--- src/rtl/video_fetch_arbiter.sv ---
// Shares the byte-wide video memory port between the Apple II video fetcher and the VGC.
// Each request becomes four pipelined byte reads, packed little-endian into a 32-bit word.
module video_fetch_arbiter #(
   parameter int unsigned MEM_LATENCY = 2,
   parameter logic [5:0]  BANK_HI     = 6'h00,
   parameter logic [15:0] VGC_OFFSET  = 16'h2000
) (
   input  logic        clk_vid,
   input  logic        reset,
   input  logic        apple_video_rd,
   input  logic [15:0] apple_video_addr,
   input  logic        apple_video_bank,
   output logic [31:0] apple_video_data,
   output logic        apple_video_valid,
   output logic        apple_video_busy,
   input  logic        vgc_rd,
   input  logic [12:0] vgc_address,
   output logic [31:0] vgc_data,
   output logic        vgc_valid,
   output logic        vgc_busy,
   output logic [22:0] video_addr,
   output logic        video_rd,
   input  logic [7:0]  video_data
);

   typedef enum logic {S_IDLE, S_ISSUE} state_e;
   typedef enum logic {OWN_APPLE, OWN_VGC} owner_e;

   state_e      state_q, state_d;
   owner_e      owner_q, owner_d;
   owner_e      last_q, last_d;
   logic [1:0]  cnt_q, cnt_d;
   logic [16:0] base_q, base_d;
   logic        video_rd_q, video_rd_d;
   logic [22:0] video_addr_q, video_addr_d;

   logic        apple_pend_q, apple_fly_q;
   logic [16:0] apple_slot_q;
   logic        vgc_pend_q, vgc_fly_q;
   logic [15:0] vgc_slot_q;

   logic        apple_acc, vgc_acc;
   logic        apple_eff, vgc_eff;
   logic [16:0] apple_eff_base;
   logic [15:0] vgc_low_in, vgc_eff_low;
   logic        grant_apple, grant_vgc;

   logic [3:0]  tag_q [MEM_LATENCY];
   logic [3:0]  tag_in, tag_out;
   logic        ret_vld, ret_vgc;
   logic [1:0]  ret_lane;
   logic        apple_done, vgc_done;

   logic [23:0] apple_asm_q, vgc_asm_q;
   logic [31:0] apple_data_q, vgc_data_q;
   logic        apple_valid_q, vgc_valid_q;

   assign apple_video_busy = apple_pend_q | apple_fly_q;
   assign vgc_busy         = vgc_pend_q | vgc_fly_q;
   assign apple_acc        = apple_video_rd & ~apple_video_busy;
   assign vgc_acc          = vgc_rd & ~vgc_busy;

   // A request arriving while the port is free is granted in the same cycle it is accepted.
   assign apple_eff      = apple_pend_q | apple_acc;
   assign vgc_eff        = vgc_pend_q | vgc_acc;
   assign apple_eff_base = apple_pend_q ? apple_slot_q : {apple_video_bank, apple_video_addr};
   assign vgc_low_in     = VGC_OFFSET + {1'b0, vgc_address, 2'b00};
   assign vgc_eff_low    = vgc_pend_q ? vgc_slot_q : vgc_low_in;

   always_ff @(posedge clk_vid) begin
      if (reset) begin
         state_q      <= S_IDLE;
         owner_q      <= OWN_APPLE;
         last_q       <= OWN_VGC;
         cnt_q        <= '0;
         base_q       <= '0;
         video_rd_q   <= 1'b0;
         video_addr_q <= '0;
      end else begin
         state_q      <= state_d;
         owner_q      <= owner_d;
         last_q       <= last_d;
         cnt_q        <= cnt_d;
         base_q       <= base_d;
         video_rd_q   <= video_rd_d;
         video_addr_q <= video_addr_d;
      end
   end

   always_comb begin
      logic want;
      state_d     = state_q;
      owner_d     = owner_q;
      last_d      = last_q;
      cnt_d       = cnt_q;
      base_d      = base_q;
      grant_apple = 1'b0;
      grant_vgc   = 1'b0;
      want        = 1'b0;
      case (state_q)
         S_IDLE: want = 1'b1;
         S_ISSUE: begin
            if (cnt_q == 2'd3) begin
               want    = 1'b1;
               state_d = S_IDLE;
            end else begin
               cnt_d = cnt_q + 2'd1;
            end
         end
         default: state_d = S_IDLE;
      endcase
      if (want && (apple_eff || vgc_eff)) begin
         if (apple_eff && (!vgc_eff || last_q == OWN_VGC)) begin
            grant_apple = 1'b1;
            owner_d     = OWN_APPLE;
            base_d      = apple_eff_base;
         end else begin
            grant_vgc = 1'b1;
            owner_d   = OWN_VGC;
            base_d    = {1'b1, vgc_eff_low};
         end
         last_d  = owner_d;
         state_d = S_ISSUE;
         cnt_d   = 2'd0;
      end
   end

   // Strobe and address are registered from next-state so they line up with state_q/cnt_q.
   always_comb begin
      video_rd_d   = (state_d == S_ISSUE);
      video_addr_d = video_addr_q;
      if (video_rd_d) begin
         video_addr_d = {BANK_HI, base_d[16], base_d[15:0] + {14'd0, cnt_d}};
      end
   end

   assign video_rd   = video_rd_q;
   assign video_addr = video_addr_q;

   always_ff @(posedge clk_vid) begin
      if (reset) begin
         apple_pend_q <= 1'b0;
         apple_slot_q <= '0;
         apple_fly_q  <= 1'b0;
         vgc_pend_q   <= 1'b0;
         vgc_slot_q   <= '0;
         vgc_fly_q    <= 1'b0;
      end else begin
         if (grant_apple) begin
            apple_pend_q <= 1'b0;
         end else if (apple_acc) begin
            apple_pend_q <= 1'b1;
            apple_slot_q <= {apple_video_bank, apple_video_addr};
         end
         if (grant_vgc) begin
            vgc_pend_q <= 1'b0;
         end else if (vgc_acc) begin
            vgc_pend_q <= 1'b1;
            vgc_slot_q <= vgc_low_in;
         end
         if (grant_apple) begin
            apple_fly_q <= 1'b1;
         end else if (apple_done) begin
            apple_fly_q <= 1'b0;
         end
         if (grant_vgc) begin
            vgc_fly_q <= 1'b1;
         end else if (vgc_done) begin
            vgc_fly_q <= 1'b0;
         end
      end
   end

   assign tag_in = {video_rd_q, owner_q == OWN_VGC, cnt_q};

   always_ff @(posedge clk_vid) begin
      if (reset) begin
         for (int unsigned i = 0; i < MEM_LATENCY; i++) begin
            tag_q[i] <= '0;
         end
      end else begin
         tag_q[0] <= tag_in;
         for (int unsigned i = 1; i < MEM_LATENCY; i++) begin
            tag_q[i] <= tag_q[i-1];
         end
      end
   end

   assign tag_out    = tag_q[MEM_LATENCY-1];
   assign ret_vld    = tag_out[3];
   assign ret_vgc    = tag_out[2];
   assign ret_lane   = tag_out[1:0];
   assign apple_done = ret_vld & ~ret_vgc & (ret_lane == 2'd3);
   assign vgc_done   = ret_vld &  ret_vgc & (ret_lane == 2'd3);

   always_ff @(posedge clk_vid) begin
      if (reset) begin
         apple_asm_q   <= '0;
         vgc_asm_q     <= '0;
         apple_data_q  <= '0;
         vgc_data_q    <= '0;
         apple_valid_q <= 1'b0;
         vgc_valid_q   <= 1'b0;
      end else begin
         apple_valid_q <= apple_done;
         vgc_valid_q   <= vgc_done;
         if (apple_done) apple_data_q <= {video_data, apple_asm_q};
         if (vgc_done)   vgc_data_q   <= {video_data, vgc_asm_q};
         if (ret_vld && ret_lane != 2'd3) begin
            if (ret_vgc) vgc_asm_q[{ret_lane, 3'b000} +: 8]   <= video_data;
            else         apple_asm_q[{ret_lane, 3'b000} +: 8] <= video_data;
         end
      end
   end

   assign apple_video_data  = apple_data_q;
   assign apple_video_valid = apple_valid_q;
   assign vgc_data          = vgc_data_q;
   assign vgc_valid         = vgc_valid_q;

endmodule

--- config.mk ---
export PLATFORM = sky130hd
export DESIGN_NAME = video_fetch_arbiter
export DESIGN_NICKNAME = d
export VERILOG_FILES = /design/src/rtl/video_fetch_arbiter.sv
export SDC_FILE = /design/constraint.sdc
export NUM_CORES = 1
export LEC_CHECK = 0
export BUFFER_PORTS_ARGS = -buffer_cell sky130_fd_sc_hd__buf_2
export CAP_MARGIN = 30
export CORE_ASPECT_RATIO = 2
export CORE_MARGIN = 2
export CORE_UTILIZATION = 34
export DETAILED_ROUTE_END_ITERATION = 7
export PLACE_DENSITY = 0.52
export SLEW_MARGIN = 20
export SYNTH_ARGS = -nofsm -noshare
export SYNTH_HDL_FRONTEND = slang
export SYNTH_SLANG_ARGS = --single-unit
--- constraint.sdc ---
create_clock -name clk_vid -period 3.8 [get_ports clk_vid]
set_input_delay 0.38 -clock clk_vid [delete_from_list [all_inputs] [get_ports clk_vid]]
set_output_delay 0.38 -clock clk_vid [all_outputs]
set_load 0.03 [all_outputs]
==> flow_summary.yaml <==
floorplan:
  die_area_um2: 25200
  start_util_pct: 34.3
  core_um2: 23600
  fp.dieH_um: 222
  pin_count: 134
  die_w_um: 113
  rows: 80
cells_and_area:
  area_growth_syn_to_layout_pct: 17.3
  nets: 1088
  fillers: 2441
  drive_above_1_share_pct: 20.2
  fin_util_pct: 40.2
  multi_input_area_um2: 3850
  register_area_um2: 3920
power_and_ir_drop:
  vdd_drop_max_mv: 0.296
  p_leak_nw: 3.66
  power_mw: 4.83
  power_density_nw_per_um2: 508
routing:
  routed_wl_um: 21700
  dr.pass1.iters: 6
  drc: 15
  antenna_left: 0
  num_vias: 6813
  viasPerCell: 5.09
  routedWlPerCell_um: 16.2
  drt-initial-drc-count: 344
yosys:
  async_reset_ff_share_pct: 0
  ys_seq_elements: 196
  synth.cell_area_um2: 8100
  synth-seq-area-share_pct: 48.4
  syn_area_per_cell_um2: 8.57
  synth_warnings: 0
  ys_types: 68
  synthFlopType: "dfxtp_1"
  synth_edf_count: 0
  postSynthCellCount: 946
clock_network:
  clk_latency_ps: 440
  clk_path_buf_depth: 2
  cts.sinks: 196
  cts_root_buf: "clkbuf_16"
  cts_setup_buffers: 0
  cts-hold-fix-buffers: 0
  htreeDepth: 4
  cts_buffers: 17
  cts_tree: "done"
  path_clk_slew_ps: 70
  cts_resized: 0
worst_setup_path:
  critPathKind: "reg2reg"
  cpMostUsedCell: "inv_1"
  cp.required_ps: 4150
  r2r.worst_path.cells: 11
  endpoint_kind: "flip-flop"
  cp_max_fo: 6
  cp_slowest_cell: "dfxtp_1"
  startpoint_type: "flip-flop"
  critical_path_arrival_ps: 3570
  path_cells: "inv_1 -> a21oi_1 -> nand2_1 -> o21ai_0 -> ha_1 -> fa_1 -> inv_1 -> a2111oi_1 -> nand3_1 -> or3_1 -> a311oi_1"
  max_stage_delay_ps: 470
grt:
  grt_pass1_wl_um: 34200
  antenna_found_initial: 2
  grt-ovfl-total: 0
  grt_max_degree: 181
  grt_use_total_pct: 17.2
  grt_pass1_vias: 6392
timing:
  min_period_ps: 3220
  layout_setup_ws_ps: 583
  max_freq_mhz: 311
  relSlewSlack_pct: 39.6
  holdWs_ps: 168
  timing.final.hold_violations: 0
  fin_crit_sh_pct: 84.7
  drv_slew: 0
  clock_skew_ps: 10.6
  grt_setup_unrepaired: "false"
  final-setup-viol-count: 0
  fin_tns_setup_ps: 0
  worstMarginPinSlew_ps: 902
place:
  place_ws_ps: 512
  dp_hpwl_um: 14900
  port_buffers: 127
  gp_congestion: 0.852
hold_path:
  worst_hold_path.num_cells: 2
  hold_class: "in2reg"
status:
  status: "complete, but fails checks"
  violations: "design-rule violations"
run:
  max-cap-violations: 0
state kept, by name (all words and copies together), names as in the netlist:
signal,count
apple_video_data,32
vgc_data,32
apple_asm_q,24
vgc_asm_q,24
apple_slot_q,17
base_q,17
video_addr,17
vgc_slot_q,14
tag_q,8
cnt_q,2
apple_fly_q,1
apple_pend_q,1
apple_video_valid,1
last_q,1
owner_q,1
vgc_fly_q,1
vgc_pend_q,1
vgc_valid,1
video_rd,1
synthesized netlist by cell type, types with 3 or more instances:
cell type / number / area share, %
a21oi_1: 123 / 7.6
nor3b_1: 5 / 0.46
and2_1: 15 / 1.2
o211ai_1: 4 / 0.37
buf_6: 3 / 0.42
a221oi_2: 3 / 0.56
mux2_2: 8 / 1.1
dfxtp_1: 196 / 48
nand2_1: 211 / 9.8
nand4_1: 7 / 0.54
nor2b_1: 7 / 0.54
o21ai_0: 11 / 0.68
and3_1: 4 / 0.31
a311oi_1: 5 / 0.54
buf_2: 4 / 0.25
or2_2: 5 / 0.39
xor2_1: 3 / 0.32
nor2_1: 69 / 3.2
a211oi_1: 6 / 0.56
ha_1: 7 / 1.1
mux2i_1: 52 / 6.4
inv_1: 9 / 0.42
nand3_1: 62 / 3.8
a32oi_1: 4 / 0.43
nor3_1: 11 / 0.68
buf_4: 9 / 0.83
clkbuf_1: 53 / 2.5
per-stage QoR:
stage | cell area, µm² | std cells
final | 9510 | 1338
after CTS | 9500 | 1337
after floorplan | 8120 | 951
after detailed placement | 8920 | 1306
after global routing | 9510 | 1338
after global placement | 8900 | 1305
metal layers:
layer / wire length (µm) / track usage (%) / up-vias
li1: - / - / 3407
met1: 10100 / 23.3 / 3215
met2: 9990 / 26.6 / 166
met3: 1210 / 4.66 / 23
met4: 401 / 5.39 / 2
met5: 7 / 0 / -
kinds of logic after synthesis:
group | share of synthesized area [%]
adders and majority gates | 1.33
xor gates and xnor gates | 0.432
AOI/OAI and AO/OA | 14.8
other | 0.0463
DFF | 48.4
buffers and inverters | 4.54
muxes | 7.53
and+or+nand+nor | 22.9
cell usage in the layout, fill, tap and decap left out, types with 15 or more instances in the layout:
cell type / n
nand3_1: 62
buf_2: 126
clkbuf_16: 17
nand2_1: 211
mux2i_1: 52
a21oi_1: 123
dfxtp_1: 196
nor2_1: 68
and2_1: 15
critical path: cells and delay by family (launching register included):
family | cells | cell delay (ps)
adders and majority gates | 2 | 480
AOI/OAI and AO/OA | 4 | 1200
buffers and inverters | 2 | 230
DFF | 1 | 470
and+or+nand+nor | 3 | 750
final timing paths:
path	end	start	slack, ps
setup reg to reg	video_addr[10]$_SDFFE_PP0P_	apple_pend_q$_SDFFE_PP0P_	580
hold / removal	vgc_slot_q[13]$_SDFFE_PP0P_	vgc_address[11]	170
hold reg to reg	tag_q[0][7]$_SDFF_PP0_	tag_q[0][3]$_SDFF_PP0_	440
setup / recovery	video_addr[10]$_SDFFE_PP0P_	apple_pend_q$_SDFFE_PP0P_	580
final cells by class:
type / instances / share of cell area [%]
Clock inverter: 12 / 1.36
Inverter: 10 / 0.421
Clock buffer: 19 / 4.76
Antenna cell: 1 / 0.0263
Multi-Input combinational cell: 674 / 40.6
Timing Repair Buffer: 139 / 7.83
Sequential cell: 196 / 41.3
Tap cell: 287 / 3.78
power breakdown:
part	switching (mW)	internal, mW
combinational	0.529	0.279
sequential	0.0615	2.16
clock	0.798	1.00
(Power assumes the default switching activity.)
